===== config.mk =====
export PLATFORM = sky130hd
export DESIGN_NAME = instr_fetch_ctrl
export DESIGN_NICKNAME = d
export VERILOG_FILES = /design/src/rtl/ifetch_pkg.sv /design/src/rtl/fetch_lat_counter.sv /design/src/rtl/instr_fetch_ctrl.sv
export SDC_FILE = /design/constraint.sdc
export NUM_CORES = 1
export LEC_CHECK = 0
export ABC_CLOCK_PERIOD_IN_PS = 5700
export CORE_MARGIN = 8
export CORE_UTILIZATION = 48
export DETAILED_ROUTE_END_ITERATION = 10
export GPL_TIMING_DRIVEN = 0
export MAX_ROUTING_LAYER = met4
export PLACE_DENSITY = 0.8
export SETUP_SLACK_MARGIN = 0.1
export SYNTH_ARGS = -nofsm -noshare
export SYNTH_HDL_FRONTEND = slang
export SYNTH_SLANG_ARGS = --single-unit

===== constraint.sdc =====
create_clock -name clk -period 5.7 [get_ports clk]
set_clock_uncertainty 0.2 [all_clocks]
set_input_delay 1.14 -clock clk [delete_from_list [all_inputs] [get_ports clk]]
set_output_delay 1.14 -clock clk [all_outputs]
set_load 0.01 [all_outputs]

===== src/rtl/ifetch_pkg.sv =====
// Shared types and constants for the instruction fetch controller.
// Optional build macro used by the top level: FETCH_PERF_EN.
package ifetch_pkg;

    // Fetch sequencer states
    typedef enum logic [1:0] {
        IDLE = 2'd0,
        WAIT = 2'd1,
        HOLD = 2'd2
    } fetch_state_t;

    localparam int INSTR_W = 32;
    localparam int PC_STEP = 4;
    localparam logic [INSTR_W-1:0] NOP_INSTR = 32'h0;

endpackage


===== src/rtl/fetch_lat_counter.sv =====
// Loadable down-counter with a zero flag; times the memory read latency.
// A load always wins over a decrement; decrementing stops at zero.
module fetch_lat_counter #(
    parameter int CNT_W = 4
) (
    input  logic             clk,
    input  logic             reset,
    input  logic             load,
    input  logic [CNT_W-1:0] load_val,
    input  logic             dec,
    output logic             zero
);

    logic [CNT_W-1:0] cnt_q;
    logic [CNT_W-1:0] cnt_d;

    // Next count: load, otherwise saturating decrement
    always_comb begin
        cnt_d = cnt_q;
        if (load) begin
            cnt_d = load_val;
        end else if (dec && (cnt_q != '0)) begin
            cnt_d = cnt_q - CNT_W'(1);
        end
    end

    // Count register
    always_ff @(posedge clk or posedge reset) begin
        if (reset) begin
            cnt_q <= '0;
        end else begin
            cnt_q <= cnt_d;
        end
    end

    assign zero = (cnt_q == '0);

endmodule


===== src/rtl/instr_fetch_ctrl.sv =====
// Instruction fetch controller: owns the PC, issues word-aligned fetches,
// waits MEM_LAT cycles for read data and hands the instruction to decode
// over a valid/ready handshake. Redirects abort any fetch in flight.
// Define FETCH_PERF_EN to add the fetch/stall performance counters.
module instr_fetch_ctrl
    import ifetch_pkg::*;
#(
    parameter int                ADDR_W   = 32,
    parameter logic [ADDR_W-1:0] RESET_PC = '0,
    parameter int                MEM_LAT  = 2,
    parameter int                CNT_W    = 4
) (
    input  logic               clk,
    input  logic               reset,
    input  logic               enable,
    input  logic               redirect_valid,
    input  logic [ADDR_W-1:0]  redirect_pc,
    output logic [ADDR_W-1:0]  mem_addr,
    output logic               mem_req,
    input  logic [INSTR_W-1:0] mem_rdata,
    output logic               out_valid,
    input  logic               out_ready,
    output logic [INSTR_W-1:0] out_instr,
    output logic [ADDR_W-1:0]  out_pc
`ifdef FETCH_PERF_EN
    ,
    output logic [31:0]        perf_fetch_cnt,
    output logic [31:0]        perf_stall_cnt
`endif
);

    // MEM_LAT must be >= 1 and 2**CNT_W must exceed MEM_LAT.
    localparam logic [ADDR_W-1:0] ALIGN_MASK = ~ADDR_W'(3);
    localparam logic [ADDR_W-1:0] PC_RESET   = RESET_PC & ALIGN_MASK;
    localparam logic [CNT_W-1:0]  LAT_LOAD   = CNT_W'(MEM_LAT - 1);

    fetch_state_t       state_q, state_d;
    logic [ADDR_W-1:0]  pc_q, pc_d;
    logic [ADDR_W-1:0]  mem_addr_q, mem_addr_d;
    logic               mem_req_q, mem_req_d;
    logic               out_valid_q, out_valid_d;
    logic [INSTR_W-1:0] out_instr_q, out_instr_d;
    logic [ADDR_W-1:0]  out_pc_q, out_pc_d;

    logic               cnt_load;
    logic [CNT_W-1:0]   cnt_load_val;
    logic               cnt_dec;
    logic               cnt_zero;

    fetch_lat_counter #(
        .CNT_W (CNT_W)
    ) u_lat_cnt (
        .clk      (clk),
        .reset    (reset),
        .load     (cnt_load),
        .load_val (cnt_load_val),
        .dec      (cnt_dec),
        .zero     (cnt_zero)
    );

    // Next-state logic: redirect first, then per-state sequencing
    always_comb begin
        state_d      = state_q;
        pc_d         = pc_q;
        mem_addr_d   = mem_addr_q;
        mem_req_d    = mem_req_q;
        out_valid_d  = out_valid_q;
        out_instr_d  = out_instr_q;
        out_pc_d     = out_pc_q;
        cnt_load     = 1'b0;
        cnt_load_val = '0;
        cnt_dec      = 1'b0;

        if (redirect_valid) begin
            // Drop whatever is in flight or presented; refetch from IDLE
            pc_d         = redirect_pc & ALIGN_MASK;
            out_valid_d  = 1'b0;
            mem_req_d    = 1'b0;
            cnt_load     = 1'b1;
            cnt_load_val = '0;
            state_d      = IDLE;
        end else begin
            case (state_q)
                IDLE: begin
                    if (enable) begin
                        mem_addr_d   = pc_q;
                        mem_req_d    = 1'b1;
                        cnt_load     = 1'b1;
                        cnt_load_val = LAT_LOAD;
                        state_d      = WAIT;
                    end
                end
                WAIT: begin
                    if (!cnt_zero) begin
                        cnt_dec = 1'b1;
                    end else begin
                        // Read data has settled: capture it and advance the PC
                        out_instr_d = mem_rdata;
                        out_pc_d    = pc_q;
                        out_valid_d = 1'b1;
                        pc_d        = pc_q + ADDR_W'(PC_STEP);
                        mem_req_d   = 1'b0;
                        state_d     = HOLD;
                    end
                end
                HOLD: begin
                    if (out_ready) begin
                        out_valid_d = 1'b0;
                        if (enable) begin
                            // Issue the next fetch on the accepting edge
                            mem_addr_d   = pc_q;
                            mem_req_d    = 1'b1;
                            cnt_load     = 1'b1;
                            cnt_load_val = LAT_LOAD;
                            state_d      = WAIT;
                        end else begin
                            state_d = IDLE;
                        end
                    end
                end
                default: begin
                    state_d = IDLE;
                end
            endcase
        end
    end

    // State, PC and registered outputs
    always_ff @(posedge clk or posedge reset) begin
        if (reset) begin
            state_q     <= IDLE;
            pc_q        <= PC_RESET;
            mem_addr_q  <= PC_RESET;
            mem_req_q   <= 1'b0;
            out_valid_q <= 1'b0;
            out_instr_q <= NOP_INSTR;
            out_pc_q    <= '0;
        end else begin
            state_q     <= state_d;
            pc_q        <= pc_d;
            mem_addr_q  <= mem_addr_d;
            mem_req_q   <= mem_req_d;
            out_valid_q <= out_valid_d;
            out_instr_q <= out_instr_d;
            out_pc_q    <= out_pc_d;
        end
    end

    assign mem_addr  = mem_addr_q;
    assign mem_req   = mem_req_q;
    assign out_valid = out_valid_q;
    assign out_instr = out_instr_q;
    assign out_pc    = out_pc_q;

`ifdef FETCH_PERF_EN
    logic [31:0] perf_fetch_q, perf_fetch_d;
    logic [31:0] perf_stall_q, perf_stall_d;

    // Count accepted (non-squashed) handshakes and back-pressure cycles
    always_comb begin
        perf_fetch_d = perf_fetch_q;
        perf_stall_d = perf_stall_q;
        if (out_valid_q && out_ready && !redirect_valid) begin
            perf_fetch_d = perf_fetch_q + 32'd1;
        end
        if ((state_q == HOLD) && !out_ready) begin
            perf_stall_d = perf_stall_q + 32'd1;
        end
    end

    // Performance counter registers
    always_ff @(posedge clk or posedge reset) begin
        if (reset) begin
            perf_fetch_q <= '0;
            perf_stall_q <= '0;
        end else begin
            perf_fetch_q <= perf_fetch_d;
            perf_stall_q <= perf_stall_d;
        end
    end

    assign perf_fetch_cnt = perf_fetch_q;
    assign perf_stall_cnt = perf_stall_q;
`endif

endmodule


**Word level (Yosys, flattened, before mapping)**

Cells that the tools add are included.

- Add/subtract/negate cells: 2
- Multiply operators: 0
- Div/mod/pow operators: 0
- $lt $le $gt $ge: 0
- Equality and inequality tests: 6
- Shifts and indexed selects: 0
- Mux-type cells: 34
- Bitwise operators: 1
- Reductions and logical operators: 16

Operator list:

| operator | count |
|---|---|
| $mux 32 | 5 |
| $pmux 32 s2 | 1 |
| $add 32x3->32 const B | 1 |
| $mux 4 | 4 |
| $mux 1 | 15 |
| $reduce_and 3->1 | 5 |
| $ne 3x3->1 const B | 3 |
| $mux 2 | 4 |
| $pmux 4 s2 | 1 |
| $reduce_bool 2->1 | 4 |
| $reduce_bool 4->1 | 2 |
| $pmux 2 s3 | 1 |
| $logic_not 4->1 | 1 |
| $pmux 1 s2 | 2 |
| $sub 4x1->4 const B | 1 |
| $pmux 1 s3 | 1 |
| $reduce_bool 3->1 | 1 |
| $eq 2x1->1 const B | 1 |
| $eq 2x2->1 const B | 1 |
| $logic_not 2->1 | 1 |
| $ne 2x2->1 const B | 1 |
| $reduce_and 2->1 | 1 |
| $logic_and 1x1->1 | 1 |
| $not 1->1 | 1 |

- Register bits: 136
- Latch bits: 0
- Memory bits (writable): 0
- Memory bits (read-only): 0
- Bits of input ports: 69
- Output and inout bits: 98
- Logic and storage cells: 67
- Memories: 0

**Depth between registers and ports, before layout**

Gate-level depths: netlist of the first run.

- Word-level depth: 7
- Mapped depth: 7
- Depth with buffers taken out: 6

**By module**

A second synthesis of the first run with hierarchy kept.

- Cells, all modules: 475
- Area, all modules: 5734.2 µm²

By module, submodules not included:

| module | times used | cells each | area an instance (µm²) | seq. area each (µm²) |
|---|---|---|---|---|
| instr_fetch_ctrl | 1 | 447 | 5472.7 | 3153.0 |
| fetch_lat_counter | 1 | 28 | 261.5 | 100.1 |

**Least setup slack after synthesis of the first run**

No wires, ideal clock.

- Path type: in2reg
- From: input port out_ready
- To: register mem_addr_q[10] (netlist: mem_addr[10])
- Setup time: 0.125 ns
- Data arrival time: 2.269 ns
- Required time: 5.375 ns
- Path slack: 3.106 ns
- Cell stages on the path: 5
- Path buffers: 1
- Cells stage by stage: nor2b_1 -> nor3b_1 -> and2_1 -> buf_2 -> mux2_2

- Word-level cells in the longest chain between the ends: 2

RTL lines:

| element | RTL line | RTL |
|---|---|---|
| start, declared | instr_fetch_ctrl.sv:22 | `input logic out_ready,` |
| $ne 2x2->1 (no source line) | -- |  |
| $reduce_and 3->1 (no source line) | -- |  |
| end signal, assigned | instr_fetch_ctrl.sv:141 | `mem_addr_q <= mem_addr_d;` |
| end, declared | instr_fetch_ctrl.sv:39 | `logic [ADDR_W-1:0] mem_addr_q, mem_addr_d;` |

No other way between the ends.
A chain may end at the register's enable or synchronous reset.

**Final worst setup path of the first run**

- From: register u_lat_cnt.cnt_q[0]
- To: register out_pc_q[12] (netlist: out_pc[12])

- Word-level cells in the longest chain between the ends: 2

RTL lines:

| element | RTL line | RTL |
|---|---|---|
| start, declared | fetch_lat_counter.sv:14 | `logic [CNT_W-1:0] cnt_q;` |
| start signal, assigned | fetch_lat_counter.sv:32 | `cnt_q <= cnt_d;` |
| $logic_not 4->1 | fetch_lat_counter.sv:36 | `assign zero = (cnt_q == '0);` |
| $reduce_and 3->1 (no source line) | -- |  |
| end signal, assigned | instr_fetch_ctrl.sv:145 | `out_pc_q <= out_pc_d;` |
| end, declared | instr_fetch_ctrl.sv:43 | `logic [ADDR_W-1:0] out_pc_q, out_pc_d;` |

No other way between the ends.

==> flow_summary.ini, run 1 <==
[cells_and_area]
area_growth_pct = 41.73
antenna_cells = 0
final_area_um2 = 8070
fin_nets = 717
n_fill_cell = 826
drive_gt1_share_pct = 22.41

[yosys]
avgSynthCellArea_um2 = 12.30
ys_seq_area_share_pct = 57.13
ys_ff_latch = 130
synthCells = 463
netlist-cell-type-count = 43
netlist_area_um2 = 5694
yosysWarnings = 0
async_flop_share_pct = 100.0
synth_top_flop_cell = dfrtp_1
synth_edf_count = 0

[timing]
fin_crit_ps = 3253
slew_headroom_pct = 42.22
worst_slack_ps = 2447
setup_viol = 0
fmax_ghz = 0.3074
rsz0062_at_grt = false
hold-worst-slack_ps = 302.0
hold_viol = 0
fin_crit_sh_pct = 57.07
maxSlewViolCount = 0
tns_ps = 0
tightest_slew_ps = 864.9

[global_route]
track_usage_pct = 20.46
grt-ovfl-total = 0
grt_pass1_wl_um = 25140
antenna_found_initial = 0
grt_max_degree = 91
grt_pass1_vias = 4916

[detailed_routing]
viasPerCell = 5.526
drc = 0
ant_nets = 0
drtIter0Drc = 268
first_pass_iters = 4
wl_um = 15200
via_count = 4415
detail_route.wl_per_cell_um = 19.02

[placed_design]
gp_congestion = 0.8121
place_area_um2 = 7518
port_buffers = 160
dp_slack_ps = 2309
place_hpwl_um = 10910

[setup_path]
path_max_fanout = 10
setup.worst_path.start_class = flop
cp.arrival_ps = 3340
crit_path_max_incr_delay_ps = 720
rr_startpoint = u_lat_cnt.cnt_q[0]
crit_type = flop to flop
critPathLaunch = u_lat_cnt.cnt_q[0]
worstSetupEndpointType = flop
r2r_cells = 7
cp_slowest_cell = nor3b_1
crit_chain = inv_1, ha_1, nor3b_1, nand2_1, nor2_2, buf_2, mux2_2
worstPathRequired_ps = 5780

[floorplanning]
core_area_um2 = 11520
die-area_um2 = 15600
row_count = 39
io_pins = 167
initial_core_util_pct = 49.45
fp.dieW_um = 124.9
die_h_um = 124.9

[worst_hold_path]
hp-class = flop to flop
min_from = out_instr[4]
min_path_cells = 1

[status]
status = completed

[clock_network]
postCtsSetupRepairBufs = 0
ctsHoldBuffers = 0
cts_root_buf = clkbuf_16
cts_resized = 0
clkTransAtPathRegs_ps = 50
cts_tree = built
cts_buffer_depth = 2
cts.sinks = 130
numCtsBuffers = 17
htree_levels = 4
insertion_delay_ps = 410

[power]
power.total_mw = 3.378
leakage_nw = 3.243
max-vdd-ir-drop_mv = 0.2365
power.density_nw_per_um2 = 418.6

[flow_run]
drv_cap = 0
==> cells in the mapped netlist (4+ instances only) <==
| master | number | area share, % |
|---|---|---|
| dfrtp_1 | 130 | 57 |
| nor2b_1 | 4 | 0.44 |
| or4_1 | 13 | 1.7 |
| nor2_1 | 14 | 0.92 |
| a31oi_1 | 14 | 1.5 |
| xnor2_1 | 6 | 0.92 |
| buf_4 | 4 | 0.53 |
| clkbuf_1 | 13 | 0.86 |
| nand2_1 | 30 | 2.0 |
| xor2_1 | 5 | 0.77 |
| or3_1 | 6 | 0.66 |
| o21ai_0 | 19 | 1.7 |
| nand3_1 | 19 | 1.7 |
| o31ai_1 | 8 | 1.1 |
| nand4_1 | 7 | 0.77 |
| mux2_2 | 92 | 18 |
| nor3_1 | 7 | 0.62 |
| inv_1 | 9 | 0.59 |
| nor4_1 | 6 | 0.66 |
| buf_2 | 11 | 0.97 |
| a21oi_1 | 5 | 0.44 |
| o311ai_0 | 6 | 0.92 |
==> layer usage <==
layer	routed length, um	GRT usage [%]	vias up
met2	7383	33.02	167
met4	318	8.238	0
li1	-	-	2060
met3	1079	6.036	24
met5	0	-	-
met1	6416	23.51	2164
==> registers in the layout (all words and copies together), names as in the netlist <==
| signal | flops |
|---|---|
| mem_addr | 30 |
| state_q | 2 |
| out_pc | 30 |
| out_instr | 32 |
| pc_q | 30 |
| u_lat_cnt.cnt_q | 4 |
| mem_req | 1 |
| out_valid | 1 |
==> through the flow <==
stage / cells / util (%)
global placement: 769 / 65.00
floorplan: 466 / -
detailed placement: 770 / 65.29
finish: 799 / 70.08
CTS: 799 / 70.08
global route: 799 / 70.08
==> final cells by class <==
| cell class | count | area, um^2 | area share [%] |
|---|---|---|---|
| tap | 143 | 178.9 | 2.217 |
| clock buffer | 20 | 466.7 | 5.783 |
| clock inverter | 9 | 85.08 | 1.054 |
| timing repair buffer | 161 | 1629 | 20.19 |
| multi-input combinational | 299 | 2285 | 28.31 |
| sequential | 130 | 3253 | 40.31 |
| buffer | 28 | 133.9 | 1.659 |
| inverter | 9 | 38.79 | 0.4806 |
==> critical path, delay by kind of cell, from the launching register on <==
kind,cells,cell delay (ps)
AND/OR/NAND/NOR,3,1520
buffers and inverters,2,430
adder cells (fa/ha/maj),1,180
multiplexers,1,380
flip-flops,1,400
==> worst paths after layout <==
check	to	slack, ps
max	out_pc[12]	2450
min	out_instr[4]	300
min reg2reg	out_instr[4]	300
min in group asynchronous	out_instr[15]	910
max in group asynchronous	u_lat_cnt.cnt_q[3]	3630
max reg2reg	out_pc[12]	2450
==> cells by family (layout without fill, tap and decap cells) <==
kind of cell    count (synthesis)  in the layout  synth area share (%)
compound gates                 61             61                 6.900
buf+inv                        37            227                 2.944
flops                         130            130                 57.13
mux                            93             93                 18.37
fa+ha+maj                       2              2                0.4394
simple gates                  128            128                 12.46
other cells                     1              4               0.06586
xor+xnor                       11             11                 1.692
==> layout by cell type, fill, tap and decap left out, types with 4 or more instances in the layout <==
| cell | synthesis | final |
|---|---|---|
| nand2_1 | 30 | 30 |
| o311ai_0 | 6 | 6 |
| nor3_1 | 7 | 7 |
| xor2_1 | 5 | 5 |
| a21oi_1 | 5 | 5 |
| conb_1 | 1 | 4 |
| nor4_1 | 6 | 6 |
| clkbuf_16 | 0 | 17 |
| buf_2 | 11 | 11 |
| nor2_1 | 14 | 14 |
| o21ai_0 | 19 | 19 |
| nor2b_1 | 4 | 4 |
| or3_1 | 6 | 6 |
| dfrtp_1 | 130 | 130 |
| buf_4 | 4 | 4 |
| clkbuf_1 | 13 | 13 |
| mux2_2 | 92 | 92 |
| inv_1 | 9 | 8 |
| or4_1 | 13 | 13 |
| xnor2_1 | 6 | 6 |
| nand4_1 | 7 | 7 |
| nand3_1 | 19 | 19 |
| clkdlybuf4s50_1 | 0 | 160 |
| o31ai_1 | 8 | 8 |
| a31oi_1 | 14 | 14 |
==> power breakdown <==
| part | internal, mW | switching [mW] | leakage, nW |
|---|---|---|---|
| Clock | 0.625 | 0.387 | 0.266 |
| Sequential | 1.18 | 0.157 | 1.54 |
| Combinational | 0.643 | 0.386 | 1.43 |
Note: power is estimated with default switching activity, not from simulation.
==> run 2: changes to the inputs <==
Settings changed: ABC_CLOCK_PERIOD_IN_PS 5700 to 2600, CORE_UTILIZATION 48 to 43, PLACE_DENSITY 0.8 to 0.76.
Clock period 5.7 ns to 2.6 ns, I/O delays scaled along.
==> flow_summary.ini, run 2 (synthesized netlist as in run 1, its figures left out) <==
[detailed_routing]
met3_wirelength_um = 1525
first_pass_iters = 5
wl_met2_um = 7395
wl_met1_um = 6493
ant_nets = 0
via_count = 4514
drtIter0Drc = 243
drc = 0
wl_um = 15690
viasPerCell = 5.323
detail_route.wl_per_cell_um = 18.50
top_layer_used = met4

[clock_network]
cts_tree = built
cts.sinks = 130
ctsHoldBuffers = 0
numCtsBuffers = 17
htree_levels = 4
cts_root_buf = clkbuf_16
cts_buffer_depth = 2
insertion_delay_ps = 410
clkTransAtPathRegs_ps = 50

[worst_hold_path]
hp-class = input port to async pin

[setup_path]
setup.worst_path.start_class = flop
cp.arrival_ps = 2560
crit_family = simple AND/OR/NAND/NOR gates
crit_buf_inv = 2
worstSetupEndpointType = flop
rrSetupSlack_ps = 120
r2r_cells = 7
cp_slowest_cell = or4_4
rr_startpoint = u_lat_cnt.cnt_q[0]
crit_type = flop to flop
crit_chain = inv_1, ha_2, or3b_4, or4_4, buf_6, o311ai_0, o311ai_1
crit_path_max_incr_delay_ps = 500
worstPathRequired_ps = 2670
r2r_end = pc_q[18]
path_max_fanout = 5

[timing]
rsz0062_at_grt = true
maxSlewViolCount = 0
hold_viol = 0
fin_crit_ps = 2485
fmax_ghz = 0.4024
worst_slack_ps = 115.0
tightest_slew_ps = 658.8
slew_headroom_pct = 55.67
setup_viol = 0
fin_crit_sh_pct = 95.58

[cells_and_area]
area_growth_pct = 47.29
drive_gt1_share_pct = 26.93
final_common_cell = clkdlybuf4s50_1
fin_nets = 733
largest_reg_flops = 32
antenna_cells = 0
layout_common_cells = clkdlybuf4s50_1, dfrtp_1, mux2_2

[placed_design]
gp_congestion = 0.8142
dp_slack_ps = -588.7
place_hpwl_um = 11350
port_buffers = 160

[floorplanning]
die_h_um = 131.1
fp.dieW_um = 131.1
die-area_um2 = 17180
initial_core_util_pct = 43.52
core_area_um2 = 13090
io_pins = 167
row_count = 42

[global_route]
grt_max_degree = 43
grt_pass1_wl_um = 24090
track_usage_pct = 18.91
antenna_found_initial = 0
grt_pass1_vias = 4710
grt-ovfl-total = 0

[status]
status = completed

[power]
leakage_nw = 3.361
max-vdd-ir-drop_mv = 0.4858
power.total_mw = 7.459
power.density_nw_per_um2 = 889.3

[flow_run]
drv_cap = 0
-- run 2: cell type report --
class	count	area [um^2]
Sequential cell	130	3256
Inverter	9	37.54
Tap cell	176	220.2
Multi-Input combinational cell	299	2406
Timing Repair Buffer	177	1762
Clock inverter	5	52.55
Clock buffer	24	501.7
Buffer	28	151.4
Fill cell	996	4698
-- run 2: what timing repair did --
action                     4_1_cts  5_1_grt
hold endpoints to repair         0        0
setup endpoints to repair       82       79
buffers inserted                 5        7
pin swaps                        7       11
resized for setup               19       22
cloned                           1        1
-- run 2: worst max-delay path by stage --
| stage | slack, ps | cells past startpoint | to | from |
|---|---|---|---|---|
| 2_1_floorplan | 180 | 7 | pc_q[16] | u_lat_cnt.cnt_q[0] |
| 3_3_place_gp | -860 | 2 | out_instr[27] | reset |
| 3_5_place_dp | -590 | 7 | out_pc[15] | u_lat_cnt.cnt_q[0] |
| 4_1_cts | 70 | 7 | pc_q[18] | u_lat_cnt.cnt_q[0] |
| 5_1_grt | 40 | 7 | pc_q[18] | u_lat_cnt.cnt_q[0] |
| 6_report | 120 | 7 | pc_q[18] | u_lat_cnt.cnt_q[0] |
-- run 2: worst register-to-register path, stage by stage, from the launching register on --
cell,delay (ps)
dfrtp_1,380
inv_1,60
ha_2,180
or3b_4,400
or4_4,500
buf_6,150
o311ai_0,330
o311ai_1,160
-- run 2: per-stage QoR --
stage,hold WS [ps],cell area (um^2),utilization (%),cells,TNS [ps]
final,230.4,8387,64.09,848,0
after global routing,257.0,8387,64.09,848,0
after CTS,230.8,8263,63.15,840,0
after detailed placement,294.5,7591,58.01,805,-42100
after global placement,287.6,7531,57.55,802,-147030
after floorplan,320.4,5709,-,466,0
-- run 2: routing by layer --
| metal | GRT usage [%] | vias to the layer above |
|---|---|---|
| met3 | 6.675 | 22 |
| met5 | - | - |
| li1 | - | 2090 |
| met2 | 28.56 | 175 |
| met4 | 7.900 | 0 |
| met1 | 22.62 | 2227 |
-- run 2: report_power, final --
part           switching, mW  total (mW)  internal (mW)
clock network          0.802        2.22           1.42
registers              0.352        2.94           2.59
logic                  0.854        2.30           1.44
==> RTL edit 1 (config.mk and constraints of run 1) <==
The 3 states of `fetch_state_t` get a one-hot encoding in 3 bits.
--- a/src/rtl/ifetch_pkg.sv
+++ b/src/rtl/ifetch_pkg.sv
@@ -5,6 +5,6 @@
     // Fetch sequencer states
-    typedef enum logic [1:0] {
-        IDLE = 2'd0,
-        WAIT = 2'd1,
-        HOLD = 2'd2
+    typedef enum logic [2:0] {
+        IDLE = 3'b001,
+        WAIT = 3'b010,
+        HOLD = 3'b100
     } fetch_state_t;
Formal check against the unedited RTL: same outputs for any inputs over 4 cycles, from zero or initial values and one cycle with reset high; so few cycles prove little.
==> RTL edit 1 against run 1 <==
Final area up 1.0%. Wire length up 4.3%. Sequential cell count up 1. Total power down 5.9%. Area after synthesis up 0.22%. Setup slack better by 180 ps. Via count up 1.7%. Cell count down 0.13%. Critical endpoint is now mem_addr[8]. Largest cell class unchanged. Largest power group unchanged. Highest routed layer unchanged.
==> RTL edit 1: results (changes against run 1) <==
set qor(vias_in_the_first_global_route) 4728 ;# was 4916
set qor(post-place-ws_ps) 2190 ;# was 2310 ps
set qor(route.detailed.vias_per_inst) 5.63 ;# was 5.53
set qor(rr_endpoint) {out_pc[26]} ;# was out_pc[12]
set qor(placement.cell_area_um2) 7540 ;# was 7520 µm²
set qor(coreArea_um2) 11800 ;# was 11500 µm²
set qor(grt.met3_usage_pct) 7.22 ;# was 6.04%
set qor(cp-startpoint) {out_ready} ;# was u_lat_cnt.cnt_q[0]
set qor(clock_cell_area_share_pct) 7.55 ;# was 6.84%
set qor(vdd.ir_drop.worst_v) 0.000202 ;# was 0.000236 V
set qor(drive_above_1_share_pct) 22.4 ;# about the same
set qor(crit_slowest_cell) {clkdlybuf4s50_1} ;# was nor3b_1
set qor(drt_iter0_drc) 442 ;# was 268
set qor(rel_slew_slack_pct) 62.2 ;# was 42.2%
set qor(signal_buffers) 192 ;# was 189
set qor(setup_ws_ps) 2630 ;# was 2450 ps
set qor(synth.cells.most_frequent) {dfrtp_1, mux2_2, nand2_1} ;# unchanged
set qor(wirelength_met1_mm) 6.14 ;# was 6.42 mm
set qor(gp_routability_congestion) 0.869 ;# was 0.812
set qor(run_status) {finished, final reports clean} ;# unchanged
set qor(regToRegSetupSlack_ps) 2740 ;# was 2450 ps
set qor(fraction_of_the_yosys_area_taken_by_sequential_cells_pct) 57.5 ;# was 57.1%
set qor(filler_cell_count) 854 ;# was 826
set qor(worst_setup_path_endpoint) {mem_addr[8]} ;# was out_pc[12]
set qor(final.clkbuf_count) 17 ;# was 20
set qor(wire_length_of_the_first_global_routing_pass_mm) 25.5 ;# was 25.1 mm
set qor(syn-mean-instance-area_um2) 12.5 ;# was 12.3 µm²
set qor(route.met3.wl_mm) 1.19 ;# was 1.08 mm
-- RTL edit 1: cell count changes in the layout (fill, tap and decap cells not counted), moves of 5 or more --
cell,delta
nor3_1,-5
nor4_1,-6
o211ai_1,+6
o21ai_0,-11
o311ai_0,-6
o31ai_1,+5
or3_1,-6
or4_1,+9
-- RTL edit 1: kinds of logic (layout without fill, tap and decap cells) --
family | count (synthesis) | in the layout | synth area share, %
AO/OA/AOI/OAI | 52 | 52 | 6.07
buffers and inverters | 40 | 233 | 3.18
AND/OR/NAND/NOR | 126 | 126 | 12.9
flip-flops | 131 | 131 | 57.5
multiplexers | 93 | 93 | 18.3
adder cells (fa/ha/maj) | 2 | 2 | 0.438
other | 1 | 4 | 0.0657
XOR/XNOR | 10 | 10 | 1.53
-- RTL edit 1: report_power, final --
group,internal (mW),total [mW],switching [mW]
logic,0.490,0.790,0.300
clock network,0.727,1.13,0.408
registers,1.13,1.25,0.127
==> RTL edit 2 (config.mk and constraints of run 1) <==
Made on the original files. Set the package constant `INSTR_W` to 64 (it was 32).
--- a/src/rtl/ifetch_pkg.sv
+++ b/src/rtl/ifetch_pkg.sv
@@ -11,3 +11,3 @@
 
-    localparam int INSTR_W = 32;
+    localparam int INSTR_W = 64;
     localparam int PC_STEP = 4;
Interface: changed (resized mem_rdata and out_instr); port bits go from 167 to 231. The function was not compared with the original's and may differ.
==> RTL edit 2 against run 1 <==
Total power up 26%. Wire length grew 29%. Sequential power increased by 28%. Register-to-register slack better by 300 ps. Synthesized cell count is 13% higher. First-iteration DRC count rose by 35%. Setup slack better by 150 ps. Area after synthesis up 20%. Die area grew 17%. Final area rose by 24%. Sequential cell count is 32 higher. Count of clock-buffer cells in the layout rose by 3. Largest power group unchanged.
==> RTL edit 2: results (changes against run 1) <==
set qor(signal_buffers) 262 ;# was 189
set qor(placement.cell_area_um2) 9380 ;# was 7520 µm²
set qor(synth.cells.most_frequent) {dfrtp_1, mux2_2, nand2_1, nor2_1, a31oi_1} ;# was dfrtp_1, mux2_2, nand2_1
set qor(gp_routability_congestion) 0.853 ;# was 0.812
set qor(largest_reg_flops) 64 ;# was 32
set qor(sh_seq_area_pct) 40.7 ;# was 40.3%
set qor(post-place-ws_ps) 2190 ;# was 2310 ps
set qor(postRouteWirelength_mm) 19.7 ;# was 15.2 mm
set qor(multi_input_comb_area_um2) 2570 ;# was 2280 µm²
set qor(layout.non_clock_inverters) 10 ;# was 9
set qor(filler_cell_count) 965 ;# was 826
set qor(power_leakage_nw) 4.04 ;# was 3.24 nW
set qor(p_int_mw) 3.06 ;# was 2.45 mW
set qor(final_area_um2) 9970 ;# was 8070 µm²
set qor(place.port_buffers) 223 ;# was 160
set qor(run_status) {finished, final reports clean} ;# unchanged
set qor(grt.met3_usage_pct) 4.49 ;# was 6.04%
set qor(dpl.cell_count) 934 ;# was 770
set qor(yosys.cell_types.count) 41 ;# was 43
set qor(synth.area.top_cells) {dfrtp_1, mux2_2, or4_1} ;# was dfrtp_1, mux2_2, nand2_1
set qor(drive_above_1_share_pct) 22.8 ;# was 22.4%
set qor(vdd.ir_drop.worst_v) 0.000224 ;# was 0.000236 V
set qor(worst_hold_slack_ps) 304 ;# was 302 ps
set qor(final.clkbuf_count) 23 ;# was 20
set qor(regToRegSetupSlack_ps) 2750 ;# was 2450 ps
set qor(route.detailed.vias_per_inst) 5.47 ;# was 5.53
set qor(clock_insertion_delay_at_the_later_pin_of_the_skew_report_ps) 430 ;# was 410 ps
set qor(grtUsageMet2_pct) 36.6 ;# was 33.0%
set qor(detailed_place_hpwl_mm) 14.6 ;# was 10.9 mm
set qor(p_comb_share_pct) 32.9 ;# was 30.5%
set qor(fraction_of_the_yosys_area_taken_by_sequential_cells_pct) 59.4 ;# was 57.1%
set qor(vias_in_the_first_global_route) 5588 ;# was 4916
set qor(gr-usage-met1_pct) 26.6 ;# was 23.5%
set qor(critPathMaxStageDelay_ps) 530 ;# was 720 ps
set qor(wirelength_met1_mm) 7.87 ;# was 6.42 mm
set qor(grt.total_usage_pct) 22.3 ;# was 20.5%
set qor(clock_cell_area_share_pct) 5.94 ;# was 6.84%
[RTL edit 2: cell types whose count changed after synthesis, moves of 4 or more]
cell,before,now
nor2_1,14,23
a31oi_1,14,19
nand4_1,7,11
nor4_1,6,0
dfrtp_1,130,162
o311ai_0,6,0
mux2_2,92,124
o31ai_1,8,12
nand2_1,30,23
[RTL edit 2: final timing paths]
check / start / end / cells after the start
max: out_ready / mem_addr[28] / 6
min: mem_addr[29] / mem_addr[29] / 1
max reg2reg: u_lat_cnt.cnt_q[0] / out_pc[11] / 8
min reg2reg: mem_addr[29] / mem_addr[29] / 1
max in group asynchronous: reset / mem_addr[13] / 4
min in group asynchronous: reset / out_instr[53] / 2
[RTL edit 2: logic make-up after synthesis]
family,Yosys count,synth area share [%]
adders and majority gates,2,0.367
and+or+nand+nor,121,9.85
xor gates and xnor gates,10,1.28
buffers and inverters,45,3.12
DFF,162,59.4
AOI/OAI and AO/OA,58,5.32
muxes,125,20.6
other,1,0.0550
